File: config.mk
export PLATFORM = sky130hd
export DESIGN_NAME = muldiv_ctrl
export DESIGN_NICKNAME = d
export VERILOG_FILES = /design/src/rtl/muldiv_ctrl.sv
export SDC_FILE = /design/constraint.sdc
export NUM_CORES = 2
export LEC_CHECK = 0
export BUFFER_PORTS_ARGS = -buffer_cell sky130_fd_sc_hd__clkbuf_2
export CAP_MARGIN = 10
export CORE_ASPECT_RATIO = 1.1
export CORE_MARGIN = 1.5
export CORE_UTILIZATION = 51
export DETAILED_ROUTE_END_ITERATION = 8
export GPL_TIMING_DRIVEN = 0
export HOLD_SLACK_MARGIN = 0.12
export PLACE_DENSITY = 0.64
export SLEW_MARGIN = 20
export SYNTH_ARGS = -nofsm -noshare
export SYNTH_HDL_FRONTEND = slang
export SYNTH_SLANG_ARGS = --single-unit
File: constraint.sdc
create_clock -name clk -period 12.7 [get_ports clk]
set_input_delay 1.27 -clock clk [delete_from_list [all_inputs] [get_ports clk]]
set_output_delay 1.27 -clock clk [all_outputs]
set_load 0.01 [all_outputs]
File: src/rtl/muldiv_ctrl.sv
// Multiply/divide controller for the EXE stage: latched operands, a fixed-latency
// multiply, a 32-cycle restoring divide, and registered HI/LO results.
module muldiv_ctrl #(
  parameter int MUL_LAT = 2
) (
  input  logic        clk,
  input  logic        rst,
  input  logic [2:0]  EXE_MulDivOp,
  input  logic [31:0] EXE_ResultA,
  input  logic [31:0] EXE_ResultB,
  input  logic        EXE_Flush,
  output logic        MulDiv_Stall,
  output logic        MulDiv_Done,
  output logic [31:0] MulDiv_HI,
  output logic [31:0] MulDiv_LO,
  output logic [31:0] MUL_Out
);

  localparam logic [2:0] OP_MULT  = 3'b001;
  localparam logic [2:0] OP_MULTU = 3'b010;
  localparam logic [2:0] OP_DIV   = 3'b011;
  localparam logic [2:0] OP_DIVU  = 3'b100;
  localparam logic [2:0] OP_MUL   = 3'b101;

  typedef enum logic [1:0] {IDLE, MUL, DIV, DONE} state_t;

  state_t      state_q, state_d;
  logic [31:0] a_q, a_d;
  logic [31:0] b_q, b_d;
  logic        msig_q, msig_d;
  logic        qneg_q, qneg_d;
  logic        rneg_q, rneg_d;
  logic [4:0]  cnt_q, cnt_d;
  logic [31:0] rem_q, rem_d;
  logic [31:0] quo_q, quo_d;
  logic [31:0] hi_q, hi_d;
  logic [31:0] lo_q, lo_d;

  logic        is_mul, is_div, div_signed, accept;
  logic [31:0] abs_a, abs_b;

  assign is_mul     = (EXE_MulDivOp == OP_MULT) || (EXE_MulDivOp == OP_MULTU) ||
                      (EXE_MulDivOp == OP_MUL);
  assign is_div     = (EXE_MulDivOp == OP_DIV) || (EXE_MulDivOp == OP_DIVU);
  assign div_signed = (EXE_MulDivOp == OP_DIV);
  assign accept     = (state_q == IDLE) && (is_mul || is_div) && !EXE_Flush;

  // The divider works on magnitudes; signs are reapplied when the result is written.
  assign abs_a = (div_signed && EXE_ResultA[31]) ? -EXE_ResultA : EXE_ResultA;
  assign abs_b = (div_signed && EXE_ResultB[31]) ? -EXE_ResultB : EXE_ResultB;

  // Multiplier reads the live operands only when MUL_LAT==1 completes in the accept cycle.
  logic [31:0] mul_a, mul_b;
  logic        mul_sgn;
  logic [63:0] ext_a, ext_b, product;

  assign mul_a   = (state_q == IDLE) ? EXE_ResultA : a_q;
  assign mul_b   = (state_q == IDLE) ? EXE_ResultB : b_q;
  assign mul_sgn = (state_q == IDLE) ? (EXE_MulDivOp != OP_MULTU) : msig_q;
  assign ext_a   = {{32{mul_sgn & mul_a[31]}}, mul_a};
  assign ext_b   = {{32{mul_sgn & mul_b[31]}}, mul_b};
  assign product = ext_a * ext_b;

  logic [32:0] div_shift;
  logic        div_fits;
  logic [31:0] rem_step, quo_step;

  assign div_shift = {rem_q, quo_q[31]};
  assign div_fits  = (div_shift >= {1'b0, b_q});
  assign rem_step  = div_fits ? 32'(div_shift - {1'b0, b_q}) : div_shift[31:0];
  assign quo_step  = {quo_q[30:0], div_fits};

  always_comb begin
    // NOTE: every next-state variable gets its hold value first so no path infers a latch.
    state_d = state_q;
    a_d     = a_q;
    b_d     = b_q;
    msig_d  = msig_q;
    qneg_d  = qneg_q;
    rneg_d  = rneg_q;
    cnt_d   = cnt_q;
    rem_d   = rem_q;
    quo_d   = quo_q;
    hi_d    = hi_q;
    lo_d    = lo_q;

    unique case (state_q)
      IDLE: begin
        if (accept) begin
          a_d    = EXE_ResultA;
          msig_d = (EXE_MulDivOp != OP_MULTU);
          if (is_mul) begin
            b_d = EXE_ResultB;
            if (MUL_LAT <= 1) begin
              state_d = DONE;
              hi_d    = product[63:32];
              lo_d    = product[31:0];
            end else begin
              state_d = MUL;
              cnt_d   = 5'(MUL_LAT - 1);
            end
          end else begin
            b_d    = abs_b;
            quo_d  = abs_a;
            rem_d  = '0;
            cnt_d  = '0;
            qneg_d = div_signed && (EXE_ResultA[31] ^ EXE_ResultB[31]);
            rneg_d = div_signed && EXE_ResultA[31];
            if (EXE_ResultB == '0) begin
              state_d = DONE;
              hi_d    = EXE_ResultA;
              lo_d    = '1;
            end else begin
              state_d = DIV;
            end
          end
        end
      end

      MUL: begin
        if (EXE_Flush) begin
          state_d = IDLE;
        end else if (cnt_q == 5'd1) begin
          state_d = DONE;
          hi_d    = product[63:32];
          lo_d    = product[31:0];
        end else begin
          cnt_d = cnt_q - 5'd1;
        end
      end

      DIV: begin
        if (EXE_Flush) begin
          state_d = IDLE;
        end else begin
          rem_d = rem_step;
          quo_d = quo_step;
          cnt_d = cnt_q + 5'd1;
          if (cnt_q == 5'd31) begin
            state_d = DONE;
            lo_d    = qneg_q ? -quo_step : quo_step;
            hi_d    = rneg_q ? -rem_step : rem_step;
          end
        end
      end

      DONE: state_d = IDLE;

      default: state_d = IDLE;
    endcase
  end

  // NOTE: the working registers are plain flops, so they are reset with everything else.
  always_ff @(posedge clk or posedge rst) begin
    if (rst) begin
      state_q <= IDLE;
      a_q     <= '0;
      b_q     <= '0;
      msig_q  <= 1'b0;
      qneg_q  <= 1'b0;
      rneg_q  <= 1'b0;
      cnt_q   <= '0;
      rem_q   <= '0;
      quo_q   <= '0;
      hi_q    <= '0;
      lo_q    <= '0;
    end else begin
      // NOTE: non-blocking assignments so every flop samples the pre-edge values.
      state_q <= state_d;
      a_q     <= a_d;
      b_q     <= b_d;
      msig_q  <= msig_d;
      qneg_q  <= qneg_d;
      rneg_q  <= rneg_d;
      cnt_q   <= cnt_d;
      rem_q   <= rem_d;
      quo_q   <= quo_d;
      hi_q    <= hi_d;
      lo_q    <= lo_d;
    end
  end

  assign MulDiv_Stall = accept || (state_q == MUL) || (state_q == DIV);
  assign MulDiv_Done  = (state_q == DONE) && !EXE_Flush;
  assign MulDiv_HI    = hi_q;
  assign MulDiv_LO    = lo_q;
  assign MUL_Out      = lo_q;

endmodule
Yosys cells after proc, flatten, opt, wreduce, memory -nomap -nowiden
Index checks and enable logic that the tools add are counted.
- register bits: 202
- bits in latches: 0
- memory bits (writable): 0
- ROM bits: 0
- output and inout bits: 98
- memories kept: 0
- $add $sub $neg: 7
- $mul: 1
- div/mod/pow operators: 0
- $lt $le $gt $ge: 1
- equality and inequality tests: 21
- shift operators: 0
- muxes and demuxes: 47
- bitwise gates (word level): 4
- reduce and logical (&&, ||, !) cells: 23
- operators with widths (kind ; number):
    32-bit 2-to-1 mux ; 28
    32-bit one-hot mux with 3 select lines ; 2
    32-bit negator ; 4
    32-bit one-hot mux with 2 select lines ; 2
    33-bit by 33-bit multiplier with 64-bit output ; 1
    33-bit by 32-bit greater-or-equal comparator with 1-bit output ; 1
    32-bit logical NOT ; 1
    32-bit subtractor ; 1
    5-bit 2-to-1 mux ; 4
    5-bit one-hot mux with 3 select lines ; 1
    2-bit inequality test (second input constant) ; 7
    2-bit 2-to-1 mux ; 6
    2-bit one-hot mux with 4 select lines ; 1
    8-bit AND reduction ; 1
    3-bit by 2-bit equality test with 1-bit output (second input constant) ; 2
    3-bit equality test (second input constant) ; 2
    1-bit logical AND ; 6
    1-bit logical OR ; 6
    3-bit inequality test (second input constant) ; 2
    3-bit AND reduction ; 2
    5-bit by 1-bit adder with 5-bit output (second input constant) ; 1
    5-bit by 1-bit equality test with 1-bit output (second input constant) ; 1
    5-bit equality test (second input constant) ; 1
    5-bit AND reduction ; 1
    other kinds (16) ; 20

Logic depth before layout (Yosys ltp)
- word-level depth: 8
- depth in mapped cells: 40
- gate-level depth less buffers: 35

Least setup slack after synthesis
No wires, ideal clock.
- path kind: register to register
- start point: register state_q[0]
- end point: register hi_q[29] (netlist: MulDiv_HI[29])
- setup time: 0.131 ns
- arrival: 9.675 ns
- required time: 12.569 ns
- path slack: 2.894 ns
- cell stages (with the launch flop): 38
- clock period less this slack: 9.806 ns
- cells stage by stage: dfrtp_1 inv_1 ha_1 clkbuf_1 clkbuf_1 buf_1 buf_1 mux2i_1 nor2_1 fa_1 inv_1 fa_1 inv_1 fa_1 fa_1 inv_1 fa_1 inv_1 (+2 left out) fa_1 inv_1 fa_1 ha_1 clkbuf_1 and4_1 and3_1 a22oi_1 and3_1 o31a_1 o21ai_1 a21oi_1 nand3b_1 a221oi_1 a21oi_1 xnor2_1 a221oi_1 nor3_1
- word-level cells in the longest chain between the ends: 7
- elaborated cells on any way between the ends: 23
- those cells by class: mul (1); eq/ne (9); mux (6); bitwise (2); reduce/logical (5)
- RTL lines (element ; RTL line ; RTL):
    from (decl) ; 27 ; state_t state_q, state_d;
    from (signal assigned) ; 169 ; state_q <= state_d;
    2-bit logical NOT ; -- ;
    1-bit 2-to-1 mux (tied with other cells) ; 59 ; assign mul_sgn = (state_q == IDLE) ? (EXE_MulDivOp != OP_MULTU) : msig_q;
    1-bit bitwise AND, on equally long branches ; 60, 61 ;
    33-bit by 33-bit multiplier with 64-bit output ; 62 ; assign product = ext_a * ext_b;
    32-bit 2-to-1 mux ; 123 ; end else if (cnt_q == 5'd1) begin
    32-bit 2-to-1 mux ; 121 ; if (EXE_Flush) begin
    32-bit one-hot mux with 3 select lines ; 87 ; unique case (state_q)
    to (signal assigned) ; 178 ; hi_q <= hi_d;
    to (decl) ; 36 ; logic [31:0] hi_q, hi_d;
Parallel ways exist; a longest one is shown, timed or not. The select of a mux whose other input is x is not followed.
A chain may end at the register's enable or synchronous reset.

Worst setup path after layout
- start point: register state_q[0]
- end point: register hi_q[16] (netlist: MulDiv_HI[16])
The elaborated chain is that of the path after synthesis.

==> out/qor.txt <==
status - finished, final reports clean
Slowest-stage cell, CP - xnor2_1
most common cell after layout, fill and taps aside - inv_1
proportion of layout cells with a drive suffix above 1 - 0.0793
drt first pass iters - 6
Max stage delay on crit path - 0.92 ns
final hold vios - 0
Initial Util - 0.513
Reg2Reg Setup Slack - 0.13 ns
Die W - 308 um
vias - 44800
#FFs+latches synth - 202
Synth Instances - 6055
Worst Path Max Fanout - 19
vias in the first global route - 46700
Final #Nets - 7703
RSZ-0062 raised after global routing - false
PortBufs - 155
TritonCTS Buffers - 23
Synth Warn # - 0
achievable frequency - 79.5 MHz
period utilization - 0.990
Post-synth EDFFs - 0
Skew-Pair Late Insertion Delay - 0.59 ns
Die Area - 0.105 mm^2
CTS sink cnt - 202
Synth area leader - fa_1
CP most frequent cell - fa_1
CP endpoint kind - register
startpoint type of the worst setup path - register
CP required - 13.22 ns
final setup fails - 0
global-route wire length before repair - 314000 um
ys async rst share - 1.00
IO Count - 168
CP arrival - 13.09 ns
syn_nets - 7509
commonest non-fill, non-tap cells in the layout - inv_1 (1251), fa_1 (1125), nand2_1 (1079)
worst hold path class - register to register
clk_skew - 0.0241 ns
top_reg_cell synth - dfrtp_1
Post-Layout Cell Count - 7642
Area contributors post-synth - fa_1 (43%), dfrtp_1 (9.7%), inv_1 (9.0%), nand2_1 (7.7%), ha_1 (6.2%)
DR DRC count - 0
drt via density - 5.86
TritonCTS clock tree - done
gr usage total - 0.421
DP Wirelength - 182000 um
Setup CP Type - register to register
clock-pin transition on the worst setup and hold timing paths - 0.07 ns
drt initial violations - 4587
Cell Rows - 123
Worst Tran Pin Value - 1.26 ns
clock buffer depth - 3
register area share after synthesis - 0.0966
CTS H-Tree Depth - 1
dpl cells - 7605
Root Driver - clkbuf_16
Post-Route WL - 215000 um
Die Y - 339 um
max-slew violations - 0
Final Util - 0.553
RD Place Congestion - 1.07
ANT nets after route - 0
Synth Area per Inst - 8.64 um^2
hold buffers post-CTS - 0
Fillers - 9762
fraction of post-synthesis cell area in the top cell type by area - 0.431
largest net degree at the start of global routing - 93
core area - 0.102 mm^2
maxcap violations - 0
synth-to-layout area growth - 7.73%
antenna violations before repair - 15
Avg WL per Cell - 28.1 um
Rel. slew slack - 0.159
grt ovf - 0
min cycle time layout - 12.57 ns
post-synth cell types - 91
Post-Syn Area - 0.0523 mm^2
## registers in the layout (all words and copies together) (netlist names)
| name | cells |
|---|---|
| a_q | 32 |
| b_q | 32 |
| rem_q | 32 |
| quo_q | 32 |
| MulDiv_HI | 32 |
| state_q | 2 |
| msig_q | 1 |
| cnt_q | 5 |
| MUL_Out | 32 |
| rneg_q | 1 |
| qneg_q | 1 |
## synthesized netlist by cell type (32+ instances only)
master and instances:
clkbuf_1 270, dfrtp_1 202, a21o_1 59, o21ai_1 39, mux2i_1 57, mux2_2 65
nor2_1 438, and2_1 51, xnor2_1 137, nand2_1 1079, nor3_1 43, a221oi_1 39
o31ai_1 40, ha_1 258, o21ai_0 226, inv_1 1253, fa_1 1126, buf_4 32
nand3_1 32, a21oi_1 164, xor2_1 84
## per-stage QoR
step	hold slack [ns]	TNS [ns]	cell area, um^2	setup WS (ns)
3_3_place_gp	0.461	-33.58	54800	-2.34
3_5_place_dp	0.468	-18.32	55300	-1.49
2_1_floorplan	0.450	0	52300	2.89
5_1_grt	0.500	0	56400	0.0126
4_1_cts	0.481	0	56300	0.0201
6_report	0.479	0	56400	0.128
## critical path, delay by kind of cell, from the launching register on
kind | cells | cell delay (ns)
compound gates | 5 | 1.74
xor+xnor | 1 | 0.92
fa+ha+maj | 10 | 4.40
buf+inv | 11 | 2.50
flops | 1 | 0.41
simple gates | 7 | 2.49
## kinds of logic (layout without fill, tap and decap cells)
family | count (synthesis) | after routing | share of synthesized area
and+or+nand+nor | 1793 | 1793 | 0.143
buffers and inverters | 1592 | 1802 | 0.117
adders and majority gates | 1384 | 1384 | 0.492
AOI/OAI and AO/OA | 741 | 741 | 0.0895
xor gates and xnor gates | 221 | 221 | 0.0370
DFF | 202 | 202 | 0.0966
muxes | 122 | 122 | 0.0249
other | 0 | 2 | 0
## layout make-up
class	instances	area (um^2)	area share
diodes	2	5.00	0.0000888
plain buffers	331	1480	0.0262
clock buffers	29	628	0.0111
clock inverters	12	106	0.00189
inverters	1255	4720	0.0838
multi-input cells	4261	41600	0.738
flip-flops and latches	202	5050	0.0897
well taps	1375	1720	0.0305
repair buffers	175	1060	0.0189
## final timing paths
path	startpoint	to	cells after the start
worst max register to register	state_q[0]	MulDiv_HI[16]	34
worst min register to register	b_q[8]	b_q[8]	2
worst max-delay path	state_q[0]	MulDiv_HI[16]	34
worst min-delay path	b_q[8]	b_q[8]	2
max in group asynchronous	rst	MUL_Out[11]	4
min in group asynchronous	rst	rem_q[7]	2
## layer usage
metal	global-route usage	wire length, um	part of all wire	vias to the layer above
met5	0.00837	188	0.00088	-
met4	0.335	21600	0.10	8
met3	0.0923	21400	0.10	724
met2	0.657	96400	0.45	2485
met1	0.503	75100	0.35	22800
li1	-	-	-	18800
## what timing repair did
action,CTS,global route
endpoints found under the setup margin,23,17
buffers inserted,0,0
resized for setup,68,62
pin swaps,1,2
gates cloned,0,0
Power is not shown: default switching activity piles up to over one toggle a cycle in this logic, so the estimate is an artifact.
